[config.mk]
export PLATFORM = sky130hd
export DESIGN_NAME = seq_adder16
export DESIGN_NICKNAME = d
export VERILOG_FILES = /design/src/rtl/seq_adder16_pkg.sv /design/src/rtl/seq_adder16_adder4bit.sv /design/src/rtl/seq_adder16.sv
export SDC_FILE = /design/constraint.sdc
export NUM_CORES = 1
export LEC_CHECK = 0
export ABC_AREA = 0
export CAP_MARGIN = 20
export CORE_MARGIN = 10
export CORE_UTILIZATION = 30
export DETAILED_ROUTE_END_ITERATION = 8
export PLACE_DENSITY = 0.57
export SYNTH_ARGS = -nofsm -noshare
export SYNTH_HDL_FRONTEND = slang
export SYNTH_SLANG_ARGS = --single-unit
[constraint.sdc]
create_clock -name clk -period 3.5 [get_ports clk]
set_clock_uncertainty 0.05 [all_clocks]
set_input_delay 0.525 -clock clk [delete_from_list [all_inputs] [get_ports clk]]
set_output_delay 0.525 -clock clk [all_outputs]
set_load 0.01 [all_outputs]
[src/rtl/seq_adder16_pkg.sv]
// Shared types and constants for the nibble-serial adder.
package seq_adder16_pkg;

    localparam int unsigned DEFAULT_WIDTH = 16;
    localparam int unsigned NIBBLE_W      = 4;
    localparam int unsigned NIBBLE_COUNT  = DEFAULT_WIDTH / NIBBLE_W;

    typedef enum logic [1:0] {
        ST_IDLE = 2'd0,
        ST_RUN  = 2'd1,
        ST_DONE = 2'd2
    } state_t;

    // Number of nibble steps needed for an operand of the given width.
    function automatic int unsigned nibble_count(input int unsigned width);
        return width / NIBBLE_W;
    endfunction

endpackage

[src/rtl/seq_adder16_adder4bit.sv]
// 4-bit ripple-carry adder used as the per-cycle nibble datapath.
module adder4bit (
    input  logic [3:0] a,
    input  logic [3:0] b,
    input  logic       cin,
    output logic [3:0] sum,
    output logic       cout
);

    always_comb begin
        logic c;
        c   = cin;
        sum = '0;
        for (int unsigned i = 0; i < 4; i++) begin
            sum[i] = a[i] ^ b[i] ^ c;
            c      = (a[i] & b[i]) | (a[i] & c) | (b[i] & c);
        end
        cout = c;
    end

endmodule

[src/rtl/seq_adder16.sv]
// Nibble-serial adder: captures an operand set, adds one nibble per cycle,
// then holds the result until the consumer takes it.
module seq_adder16
    import seq_adder16_pkg::*;
#(
    parameter int unsigned WIDTH = DEFAULT_WIDTH
) (
    input  logic             clk,
    input  logic             rst_n,
    input  logic             in_valid,
    output logic             in_ready,
    input  logic [WIDTH-1:0] a,
    input  logic [WIDTH-1:0] b,
    input  logic             cin,
    output logic             out_valid,
    input  logic             out_ready,
    output logic [WIDTH-1:0] sum,
    output logic             cout
);

    localparam int unsigned NIBBLES = nibble_count(WIDTH);
    localparam int unsigned IDX_W   = $clog2(NIBBLES);

    state_t               state_q, state_d;
    logic [WIDTH-1:0]     a_q, a_d;
    logic [WIDTH-1:0]     b_q, b_d;
    logic [WIDTH-1:0]     sum_q, sum_d;
    logic                 carry_q, carry_d;
    logic [IDX_W-1:0]     idx_q, idx_d;

    logic [NIBBLE_W-1:0]  nib_a, nib_b, nib_sum;
    logic                 nib_cout;

    // Select the operand nibbles addressed by the current index.
    always_comb begin
        nib_a = '0;
        nib_b = '0;
        for (int unsigned i = 0; i < NIBBLES; i++) begin
            if (idx_q == IDX_W'(i)) begin
                nib_a = a_q[NIBBLE_W*i +: NIBBLE_W];
                nib_b = b_q[NIBBLE_W*i +: NIBBLE_W];
            end
        end
    end

    adder4bit u_nibble_add (
        .a    (nib_a),
        .b    (nib_b),
        .cin  (carry_q),
        .sum  (nib_sum),
        .cout (nib_cout)
    );

    always_comb begin
        state_d = state_q;
        a_d     = a_q;
        b_d     = b_q;
        sum_d   = sum_q;
        carry_d = carry_q;
        idx_d   = idx_q;

        unique case (state_q)
            ST_IDLE: begin
                if (in_valid) begin
                    a_d     = a;
                    b_d     = b;
                    carry_d = cin;
                    idx_d   = '0;
                    sum_d   = '0;
                    state_d = ST_RUN;
                end
            end
            ST_RUN: begin
                for (int unsigned i = 0; i < NIBBLES; i++) begin
                    if (idx_q == IDX_W'(i)) begin
                        sum_d[NIBBLE_W*i +: NIBBLE_W] = nib_sum;
                    end
                end
                carry_d = nib_cout;
                if (idx_q == IDX_W'(NIBBLES - 1)) begin
                    state_d = ST_DONE;
                end else begin
                    idx_d = idx_q + IDX_W'(1);
                end
            end
            ST_DONE: begin
                // Zero-bubble hand-off: a waiting operand set is taken on the same edge.
                if (out_ready) begin
                    if (in_valid) begin
                        a_d     = a;
                        b_d     = b;
                        carry_d = cin;
                        idx_d   = '0;
                        sum_d   = '0;
                        state_d = ST_RUN;
                    end else begin
                        state_d = ST_IDLE;
                    end
                end
            end
            default: begin
                state_d = ST_IDLE;
            end
        endcase
    end

    always_ff @(posedge clk or negedge rst_n) begin
        if (!rst_n) begin
            state_q <= ST_IDLE;
            a_q     <= '0;
            b_q     <= '0;
            sum_q   <= '0;
            carry_q <= 1'b0;
            idx_q   <= '0;
        end else begin
            state_q <= state_d;
            a_q     <= a_d;
            b_q     <= b_d;
            sum_q   <= sum_d;
            carry_q <= carry_d;
            idx_q   <= idx_d;
        end
    end

    assign in_ready  = (state_q == ST_IDLE) || ((state_q == ST_DONE) && out_ready);
    assign out_valid = (state_q == ST_DONE);
    assign sum       = sum_q;
    assign cout      = carry_q;

endmodule
==> results of run 1 <==
-- flip-flops by register name (all words and copies together), names as in the netlist --
| name | cells |
|---|---|
| b_q | 16 |
| idx_q | 2 |
| cout | 1 |
| sum | 16 |
| state_q | 2 |
| a_q | 16 |
-- cell type report --
cell class | instances | area share
inverter | 11 | 0.0119
clock buffer | 5 | 0.0199
tap | 108 | 0.0391
sequential | 53 | 0.384
multi-input combinational | 142 | 0.366
clock inverter | 2 | 0.0101
timing repair buffer | 60 | 0.169
-- layer usage --
layer	routed length, µm	part of all wire
met5	0	0
met4	96	0.016
met3	341	0.057
met2	2670	0.45
met1	2870	0.48
-- synthesized netlist by cell type (all sizes together) --
| cell | n |
|---|---|
| a221oi | 2 |
| o21ai | 6 |
| nand2b | 4 |
| nand3b | 1 |
| ha | 4 |
| buf | 10 |
| mux2i | 18 |
| mux2 | 34 |
| a21oi | 15 |
| a21o | 1 |
| o31ai | 2 |
| a22o | 3 |
| nor2b | 5 |
| fa | 4 |
| nand2 | 34 |
| inv | 11 |
| nor2 | 3 |
| and2b | 1 |
| dfrtp | 53 |
| a22oi | 4 |
| clkbuf | 2 |
| a221o | 1 |
-- worst reg2reg max path: stages, from the launching register on --
cell     delay, ns
dfrtp_1       0.40
inv_1         0.09
ha_1          0.34
a21oi_1       0.16
o21ai_0       0.10
a22o_1        0.21
fa_1          0.38
inv_1         0.07
fa_1          0.18
fa_1          0.17
inv_1         0.05
fa_1          0.36
mux2_2        0.26
mux2_2        0.26
-- through the flow --
| step | instances | cell area (µm²) |
|---|---|---|
| floorplan | 218 | 2750 |
| detailed placement | 374 | 3350 |
| global placement | 374 | 3350 |
| global route | 381 | 3460 |
| finish | 381 | 3460 |
| CTS | 381 | 3460 |
-- kinds of logic after synthesis --
logic type      Yosys count  share of synthesized area
buf+inv                  23                     0.0560
fa+ha+maj                 8                     0.0474
flops                    53                      0.483
simple gates             48                     0.0852
compound gates           34                     0.0825
mux                      52                      0.246
-- report_power, final --
part           leakage [µW]  switching (µW)  internal [µW]
clock network     0.0000540             187            208
logic              0.000841             828            949
registers          0.000646             204            914
-- final timing paths --
path,slack (ns),from,cells past startpoint,to
worst min-delay path,0.31,rst_n,1,sum[4]$_DFFE_PN0P_
max in group asynchronous,2.38,rst_n,2,b_q[1]$_DFFE_PN0P_
worst max-delay path,0.33,idx_q[0]$_DFFE_PN0P_,13,cout$_DFFE_PN0P_
worst max register to register,0.33,idx_q[0]$_DFFE_PN0P_,13,cout$_DFFE_PN0P_
worst min register to register,0.47,b_q[6]$_DFFE_PN0P_,1,b_q[6]$_DFFE_PN0P_
min in group clk,0.47,b_q[6]$_DFFE_PN0P_,1,b_q[6]$_DFFE_PN0P_
==> out/results.tsv, run 1 <==
stage	metric	value	unit
status	status	complete, no violations	
clock_tree	cts_buffers	5	
flow_run	maxCapViolations	0	
timing	fin_crit	3.17	ns
clock_tree	cts_setup_buffers	0	
layout	nets	318	
layout	drive_above_1_share	0.201	
detailed_routing	totalWireLength	5970	µm
die	dieArea	13400	µm²
detailed_routing	drc	0	
die	core	8810	µm²
clock_tree	numClockSinks	53	
clock_tree	cts_tree	yes	
grt	grt_antenna_before_repair	0	
clock_tree	cts_max_path_buffers	2	
timing	fin_ws	0.332	ns
place	pre_cts_ws	0.349	ns
setup_path	worst-path-max-fanout	11	
layout	final_cell_mix	clkdlybuf4s50_1 (54), dfrtp_1 (53), nand2_1 (34), mux2_4 (30), mux2i_1 (18)	
grt	first_global_vias	1917	
timing	whs	0.312	ns
timing	max_freq	316	MHz
logic_synthesis	ys_seq_elements	53	
pwr	vdd_drop_max	314	µV
logic_synthesis	synth_top_area_share	0.483	
grt	grt_pass1_wl	9840	µm
logic_synthesis	synth_cell_types	31	
layout	fin_util	0.392	
setup_path	cp_top_family	adder cells	
pwr	totalPowerFinal	3290	µW
die	fp.dieH	116	µm
layout	final_common_cell	clkdlybuf4s50_1	
detailed_routing	drtIter0Drc	64	
timing	final.setup.tns	0	ns
pwr	cellLeakagePower	0.00154	µW
layout	antenna_cells	0	
setup_path	worstPathCellList	inv_1 > ha_1 > a21oi_1 > o21ai_0 > a22o_1 > fa_1 > inv_1 > fa_1 > fa_1 > inv_1 > fa_1 > mux2_2 > mux2_2	
timing	relSlewSlack	0.382	
die	start_util	0.312	
detailed_routing	dr.pass1.iters	4	
timing	rsz0062_at_grt	false	
clock_tree	path_clk_slew	0.09	ns
layout	fillers	841	
layout	multi_input_area	1270	µm²
grt	grt_max_degree	43	
timing	maxSlewViolCount	0	
timing	worst_pin_slew	0.927	ns
clock_tree	cts_resized	0	
setup_path	cp-start-kind	register	
grt	use_met2	0.149	
min_path	min_path_type	primary input to async pin	
clock_tree	htreeDepth	2	
grt	grt.met1_usage	0.117	
setup_path	cpMostUsedCell	fa_1	
logic_synthesis	synthCells	218	
grt	top_usage_layer	met2	
logic_synthesis	ys_top_cells_by_area	dfrtp_1 (48%), mux2_4 (16%), mux2i_1 (6.6%)	
logic_synthesis	synthesis.nets	263	
timing	period_share	0.905	
setup_path	cpMaxStageDelayCell	dfrtp_1	
logic_synthesis	synth_area_leader_cell	dfrtp_1	
logic_synthesis	ys_seq_area_frac	0.483	
logic_synthesis	syn_area_per_cell	12.6	µm²
setup_path	crit_required	3.64	ns
grt	overflow	0	
timing	timing.final.hold_violations	0	
grt	met3_usage	0.0284	
detailed_routing	ant_nets	0	
setup_path	path_buf_inv	3	
setup_path	cpPeakStageDelay	0.40	ns
layout	regArea	1330	µm²
clock_tree	insertion_delay	0.30	ns
clock_tree	ctsRootBufferMaster	clkbuf_8	
detailed_routing	avgViaCountPerCell	4.49	
logic_synthesis	ys_warn_count	0	
logic_synthesis	netlist_area	2750	µm²
place	gp_congestion	0.745	
timing	setup_viol	0	
die	die_w	116	µm
place	hpwl	4560	µm
grt	grt_usage	0.0922	
clock_tree	ctsHoldBuffers	0	
setup_path	setup.worst_path.end_class	register	
die	io_pins	56	
setup_path	critPathKind	register to register	
place	io_buffers	55	
die	fp-row-count	34	
detailed_routing	vias	1711	
pwr	powerDensity	952	nW/µm²
layout	area_growth	25.8	%
setup_path	crit_arrival	3.31	ns
detailed_routing	wl_per_cell	15.7	µm
(Power assumes the default switching activity.)
==> inputs of run 2 (changes only) <==
--- a/config.mk
+++ b/config.mk
@@ -10,7 +10,7 @@
 export CORE_MARGIN = 10
 export CORE_UTILIZATION = 30
 export DETAILED_ROUTE_END_ITERATION = 8
-export PLACE_DENSITY = 0.57
+export PLACE_DENSITY_LB_ADDON = 0.15
 export SYNTH_ARGS = -nofsm -noshare
 export SYNTH_HDL_FRONTEND = slang
 export SYNTH_SLANG_ARGS = --single-unit
==> out/results.tsv, run 2 (synthesis results as in run 1) <==
stage	metric	value	unit	change
grt	overflow	0		unchanged
setup_path	reg2reg_depth	13		unchanged
setup_path	r2r_start	idx_q[0]$_DFFE_PN0P_		
die	die_w	116	µm	unchanged
setup_path	worstReg2RegEnd	cout$_DFFE_PN0P_		
grt	grt_pass1_wl	10500	µm	+6.4%
timing	relSlewSlack	0.494		+0.112
clock_tree	numClockSinks	53		unchanged
detailed_routing	vias	1733		+1.3%
grt	grt_antenna_before_repair	0		unchanged
detailed_routing	wl_per_cell	16.4	µm	+4.5%
grt	grt_max_degree	35		-19%
setup_path	setup.worst_path.end_class	register		
setup_path	cp-startpoint	idx_q[0]$_DFFE_PN0P_		
die	start_util	0.312		unchanged
detailed_routing	avgViaCountPerCell	4.52		+0.76%
die	fp.dieH	116	µm	unchanged
setup_path	crit_required	3.65	ns	about the same
timing	final.setup.tns	0	ns	unchanged
timing	maxSlewViolCount	0		unchanged
die	core	8810	µm²	unchanged
layout	final_common_cell	clkdlybuf4s50_1		
layout	nets	320		+0.63%
setup_path	reg2reg_slack	0.34	ns	about the same
clock_tree	cts_buffers	5		unchanged
detailed_routing	ant_nets	0		unchanged
clock_tree	cts_resized	0		unchanged
timing	setup_viol	0		unchanged
clock_tree	cts_max_path_buffers	2		unchanged
place	gp_congestion	0.701		-5.9%
timing	period_share	0.904		-0.00101
setup_path	critPathKind	register to register		
timing	worst_pin_slew	0.758	ns	-0.168 ns
grt	first_global_vias	1930		+0.68%
setup_path	cp-start-kind	register		
place	hpwl	4810	µm	+5.5%
setup_path	cpMostUsedCell	fa_1		
setup_path	crit_arrival	3.31	ns	about the same
detailed_routing	dr.pass1.iters	4		unchanged
clock_tree	ctsRootBufferMaster	clkbuf_8		
layout	final_cell_mix	clkdlybuf4s50_1 (54), dfrtp_1 (53), nand2_1 (34), mux2_4 (30), mux2i_1 (18)		
layout	drive_above_1_share	0.207		+0.00581
die	fp-row-count	34		unchanged
layout	fin_util	0.393		about the same
setup_path	worstPathCellList	inv_1 > ha_1 > a21oi_1 > o21ai_0 > a22o_1 > fa_1 > inv_1 > fa_1 > fa_1 > inv_1 > fa_1 > mux2_2 > mux2_2		
pwr	vdd_drop_max	282	µV	-10%
setup_path	cpMaxStageDelayCell	dfrtp_1		
layout	final_cell_area	3460	µm²	about the same
clock_tree	ctsHoldBuffers	0		unchanged
clock_tree	insertion_delay	0.31	ns	about the same
detailed_routing	totalWireLength	6270	µm	+5.0%
layout	area_growth	25.9	%	about the same
die	dieArea	13400	µm²	unchanged
setup_path	cpPeakStageDelay	0.40	ns	about the same
clock_tree	cts_setup_buffers	0		unchanged
clock_tree	htreeDepth	2		unchanged
die	io_pins	56		unchanged
min_path	min_path_type	primary input to async pin		
setup_path	crit_end	cout$_DFFE_PN0P_		
pwr	totalPowerFinal	3260	µW	-1.1%
clock_tree	cts_tree	yes		
setup_path	worst-path-max-fanout	11		unchanged
flow_run	maxCapViolations	0		unchanged
layout	antenna_cells	0		unchanged
grt	grt_usage	0.0990		+0.00687
pwr	powerDensity	942	nW/µm²	-1.1%
status	status	complete, no violations		
timing	rsz0062_at_grt	false		
place	io_buffers	55		unchanged
clock_tree	path_clk_slew	0.10	ns	about the same
timing	timing.final.hold_violations	0		unchanged
timing	max_freq	316	MHz	+0.11%
timing	fin_crit	3.16	ns	-0.00355 ns
place	place_area	3370	µm²	+0.45%
detailed_routing	drtIter0Drc	32		-50%
detailed_routing	drc	0		unchanged
layout	fillers	876		+4.2%
pwr	cellLeakagePower	0.00154	µW	about the same
## run 2: cell types whose count changed in the layout (fill, tap and decap cells not counted), sizes merged
cell      before  now
clkinv         1    0
clkbuf         5    6
bufinv         1    0
clkinvlp       0    1
buf            6    8
## run 2: worst min-delay path by stage
stage / startpoint / endpoint / slack, ns
floorplan: rst_n / a_q[0]$_DFFE_PN0P_ / 0.18
global placement: a_q[8]$_DFFE_PN0P_ / a_q[8]$_DFFE_PN0P_ / 0.45
detailed placement: b_q[11]$_DFFE_PN0P_ / b_q[11]$_DFFE_PN0P_ / 0.45
CTS: rst_n / a_q[5]$_DFFE_PN0P_ / 0.26
global route: rst_n / sum[2]$_DFFE_PN0P_ / 0.29
finish: rst_n / sum[2]$_DFFE_PN0P_ / 0.23
## run 2: where the power goes
part           total, µW  internal [µW]  switching [µW]
logic               1770            942             825
registers           1130            914             218
clock network        358            157             201
total               3260           2010            1240
## run 2: area by class of cell
cell class                      instances  area (µm²)  area share
Inverter                               11        41.3      0.0119
Timing Repair Buffer                   62         598       0.173
Multi-Input combinational cell        142        1270       0.366
Tap cell                              108         135      0.0391
Clock inverter                          1        7.51     0.00217
Sequential cell                        53        1330       0.384
Clock buffer                            6        82.6      0.0239
## run 2: worst max-delay path: cells and delay by family (launching register included)
kind / cells / cell delay, ns
muxes: 2 / 0.52
buffers and inverters: 3 / 0.22
DFF: 1 / 0.40
AOI/OAI and AO/OA: 3 / 0.45
adders and majority gates: 5 / 1.40
## run 2: through the flow
step | hold slack (ns) | cells | worst slack (ns)
after floorplan | 0.179 | 218 | 0.343
after detailed placement | 0.451 | 376 | 0.352
after global placement | 0.451 | 376 | 0.418
final | 0.233 | 383 | 0.336
after CTS | 0.262 | 383 | 0.325
after global routing | 0.293 | 383 | 0.121
## run 2: layer usage
layer  wire length (µm)  global-route usage  part of all wire
met1               3160               0.135              0.50
met2               2670               0.150              0.43
met3                380              0.0315             0.061
met4                 58              0.0225            0.0093
met5                  0                   0                 0
==> inputs of run 3 (changes only) <==
--- a/config.mk
+++ b/config.mk
@@ -10,7 +10,7 @@
 export CORE_MARGIN = 10
 export CORE_UTILIZATION = 30
 export DETAILED_ROUTE_END_ITERATION = 8
-export PLACE_DENSITY_LB_ADDON = 0.15
+export PLACE_DENSITY = 0.59
 export SYNTH_ARGS = -nofsm -noshare
 export SYNTH_HDL_FRONTEND = slang
 export SYNTH_SLANG_ARGS = --single-unit
==> out/results.tsv, run 3 (synthesis results as in run 1) <==
stage	metric	value	unit	change
timing	final.setup.tns	0	ns	unchanged
pwr	totalPowerFinal	3440	µW	+5.5%
detailed_routing	drtIter0Drc	81		+150%
clock_tree	cts_tree	yes		
detailed_routing	dr.pass1.iters	4		unchanged
setup_path	worstReg2RegEnd	cout$_DFFE_PN0P_		
pwr	p_seq_frac	0.328		-0.020
grt	overflow	0		unchanged
setup_path	reg2reg_slack	0.34	ns	about the same
setup_path	worstPathCellList	inv_1 > ha_1 > a21oi_1 > o21ai_0 > a22o_1 > fa_1 > inv_1 > fa_1 > fa_1 > inv_1 > fa_1 > mux2_2 > mux2_2		
layout	fillers	859		-1.9%
setup_path	critPathKind	register to register		
layout	final_cell_mix	clkdlybuf4s50_1 (54), dfrtp_1 (53), nand2_1 (34), mux2_4 (30), mux2i_1 (18)		
pwr	pwr-share-clk	0.141		+0.031
pwr	combPwrFrac	0.530		-0.012
pwr	p_int	2170	µW	+7.9%
die	core	8810	µm²	unchanged
detailed_routing	vias	1761		+1.6%
timing	worst_pin_slew	0.886	ns	+0.128 ns
clock_tree	cts_buffers	5		unchanged
timing	maxSlewViolCount	0		unchanged
grt	grt_pass1_wl	9970	µm	-4.7%
setup_path	setup.worst_path.end_class	register		
clock_tree	ctsRootBufferMaster	clkbuf_8		
grt	grt_antenna_before_repair	0		unchanged
pwr	swShare	0.368		-0.0144
layout	antenna_cells	0		unchanged
clock_tree	insertion_delay	0.30	ns	about the same
pwr	cellLeakagePower	0.00157	µW	+1.8%
setup_path	cpPeakStageDelay	0.41	ns	about the same
timing	setup_viol	0		unchanged
die	fp.dieH	116	µm	unchanged
timing	whs	0.283	ns	+0.0502 ns
timing	fin_crit	3.16	ns	+0.000833 ns
timing	relSlewSlack	0.409		-0.0852
place	pre_cts_ws	0.240	ns	-0.112 ns
status	status	complete, no violations		
setup_path	worst-path-max-fanout	11		unchanged
setup_path	cpMaxStageDelayCell	dfrtp_1		
pwr	powerDensity	979	nW/µm²	+3.9%
grt	grt_usage	0.0930		-0.00605
detailed_routing	wl_per_cell	16.2	µm	-1.2%
min_path	min_path_type	primary input to async pin		
place	io_buffers	55		unchanged
clock_tree	cts_max_path_buffers	2		unchanged
grt	first_global_vias	1896		-1.8%
timing	period_share	0.904		about the same
die	die_w	116	µm	unchanged
detailed_routing	ant_nets	0		unchanged
clock_tree	htreeDepth	2		unchanged
layout	area_growth	27.8	%	
place	hpwl	4740	µm	-1.4%
timing	timing.final.hold_violations	0		unchanged
layout	drive_above_1_share	0.217		+0.00933
setup_path	cp-start-kind	register		
detailed_routing	totalWireLength	6230	µm	-0.67%
layout	nets	321		+0.31%
die	dieArea	13400	µm²	unchanged
timing	fin_ws	0.335	ns	-0.000833 ns
pwr	power.switching	1260	µW	+1.5%
clock_tree	path_clk_slew	0.10	ns	about the same
die	fp-row-count	34		unchanged
flow_run	maxCapViolations	0		unchanged
grt	grt_max_degree	40		+14%
setup_path	r2r_start	idx_q[1]$_DFFE_PN0P_		
detailed_routing	avgViaCountPerCell	4.57		+1.1%
layout	final_common_cell	clkdlybuf4s50_1		
timing	rsz0062_at_grt	false		
layout	regArea	1330	µm²	unchanged
place	gp_congestion	0.737		+5.1%
setup_path	crit_arrival	3.31	ns	about the same
setup_path	crit_required	3.65	ns	about the same
die	start_util	0.312		unchanged
detailed_routing	drc	0		unchanged
pwr	vdd_drop_max	334	µV	+18%
setup_path	reg2reg_depth	13		unchanged
timing	max_freq	316	MHz	about the same
layout	multi_input_area	1270	µm²	+0.20%
clock_tree	numClockSinks	53		unchanged
die	io_pins	56		unchanged
setup_path	cpMostUsedCell	fa_1		
[run 3: cell types whose count changed in the layout (fill, tap and decap cells not counted), sizes merged]
cell / change
clkinv: +1
bufinv: +2
clkinvlp: -1
buf: +1
clkbuf: -1
[run 3: layer usage]
metal / up-vias / routed length (µm) / global-route usage / part of all wire
met4: 0 / 66 / 0.0234 / 0.011
met3: 6 / 451 / 0.0315 / 0.072
met5: - / 0 / 0 / 0
met1: 842 / 2890 / 0.119 / 0.46
li1: 863 / - / - / -
met2: 50 / 2820 / 0.148 / 0.45
[run 3: how the worst max path moves through the flow]
stage,start,end,slack (ns),depth (start not counted)
2_1_floorplan,idx_q[0]$_DFFE_PN0P_,cout$_DFFE_PN0P_,0.34,14
3_3_place_gp,idx_q[0]$_DFFE_PN0P_,cout$_DFFE_PN0P_,0.40,13
3_5_place_dp,idx_q[0]$_DFFE_PN0P_,cout$_DFFE_PN0P_,0.24,12
4_1_cts,idx_q[0]$_DFFE_PN0P_,cout$_DFFE_PN0P_,0.23,12
5_1_grt,idx_q[0]$_DFFE_PN0P_,sum[7]$_DFFE_PN0P_,0.06,13
6_report,idx_q[1]$_DFFE_PN0P_,cout$_DFFE_PN0P_,0.34,13
[run 3: worst max-delay path, delay by kind of cell (launching register included)]
family                     cells  cell delay (ns)
DFF                            1             0.41
buffers and inverters          3             0.21
muxes                          2             0.53
AOI/OAI and AO/OA              3             0.43
adders and majority gates      5             1.42
[run 3: layout make-up]
class | count | area share
flip-flops and latches | 53 | 0.378
multi-input cells | 142 | 0.361
repair buffers | 63 | 0.172
well taps | 108 | 0.0385
clock buffers | 5 | 0.0196
clock inverters | 3 | 0.0185
inverters | 11 | 0.0118
[run 3: through the flow]
stage	cells	cell area, µm²	util
finish	385	3510	0.399
global placement	377	3370	0.383
global route	385	3510	0.399
detailed placement	377	3370	0.383
floorplan	218	2750	-
CTS	385	3510	0.398
[run 3: repair_timing]
| item | 4_1_cts | 5_1_grt |
|---|---|---|
| hold buffers | 0 | 0 |
| gates resized for setup | 0 | 1 |
| endpoints found under the setup margin | 0 | 1 |
| endpoints found under the hold margin | 0 | 0 |
| buffers inserted | 0 | 0 |
[run 3: power groups by stage]
stage	logic [µW]	registers [µW]	clock network, µW
final	1820	1130	486
after global routing	2020	1170	521
after CTS	1840	1130	498
after detailed placement	1830	1140	0
after global placement	1790	1140	0
after floorplan	1320	1090	0
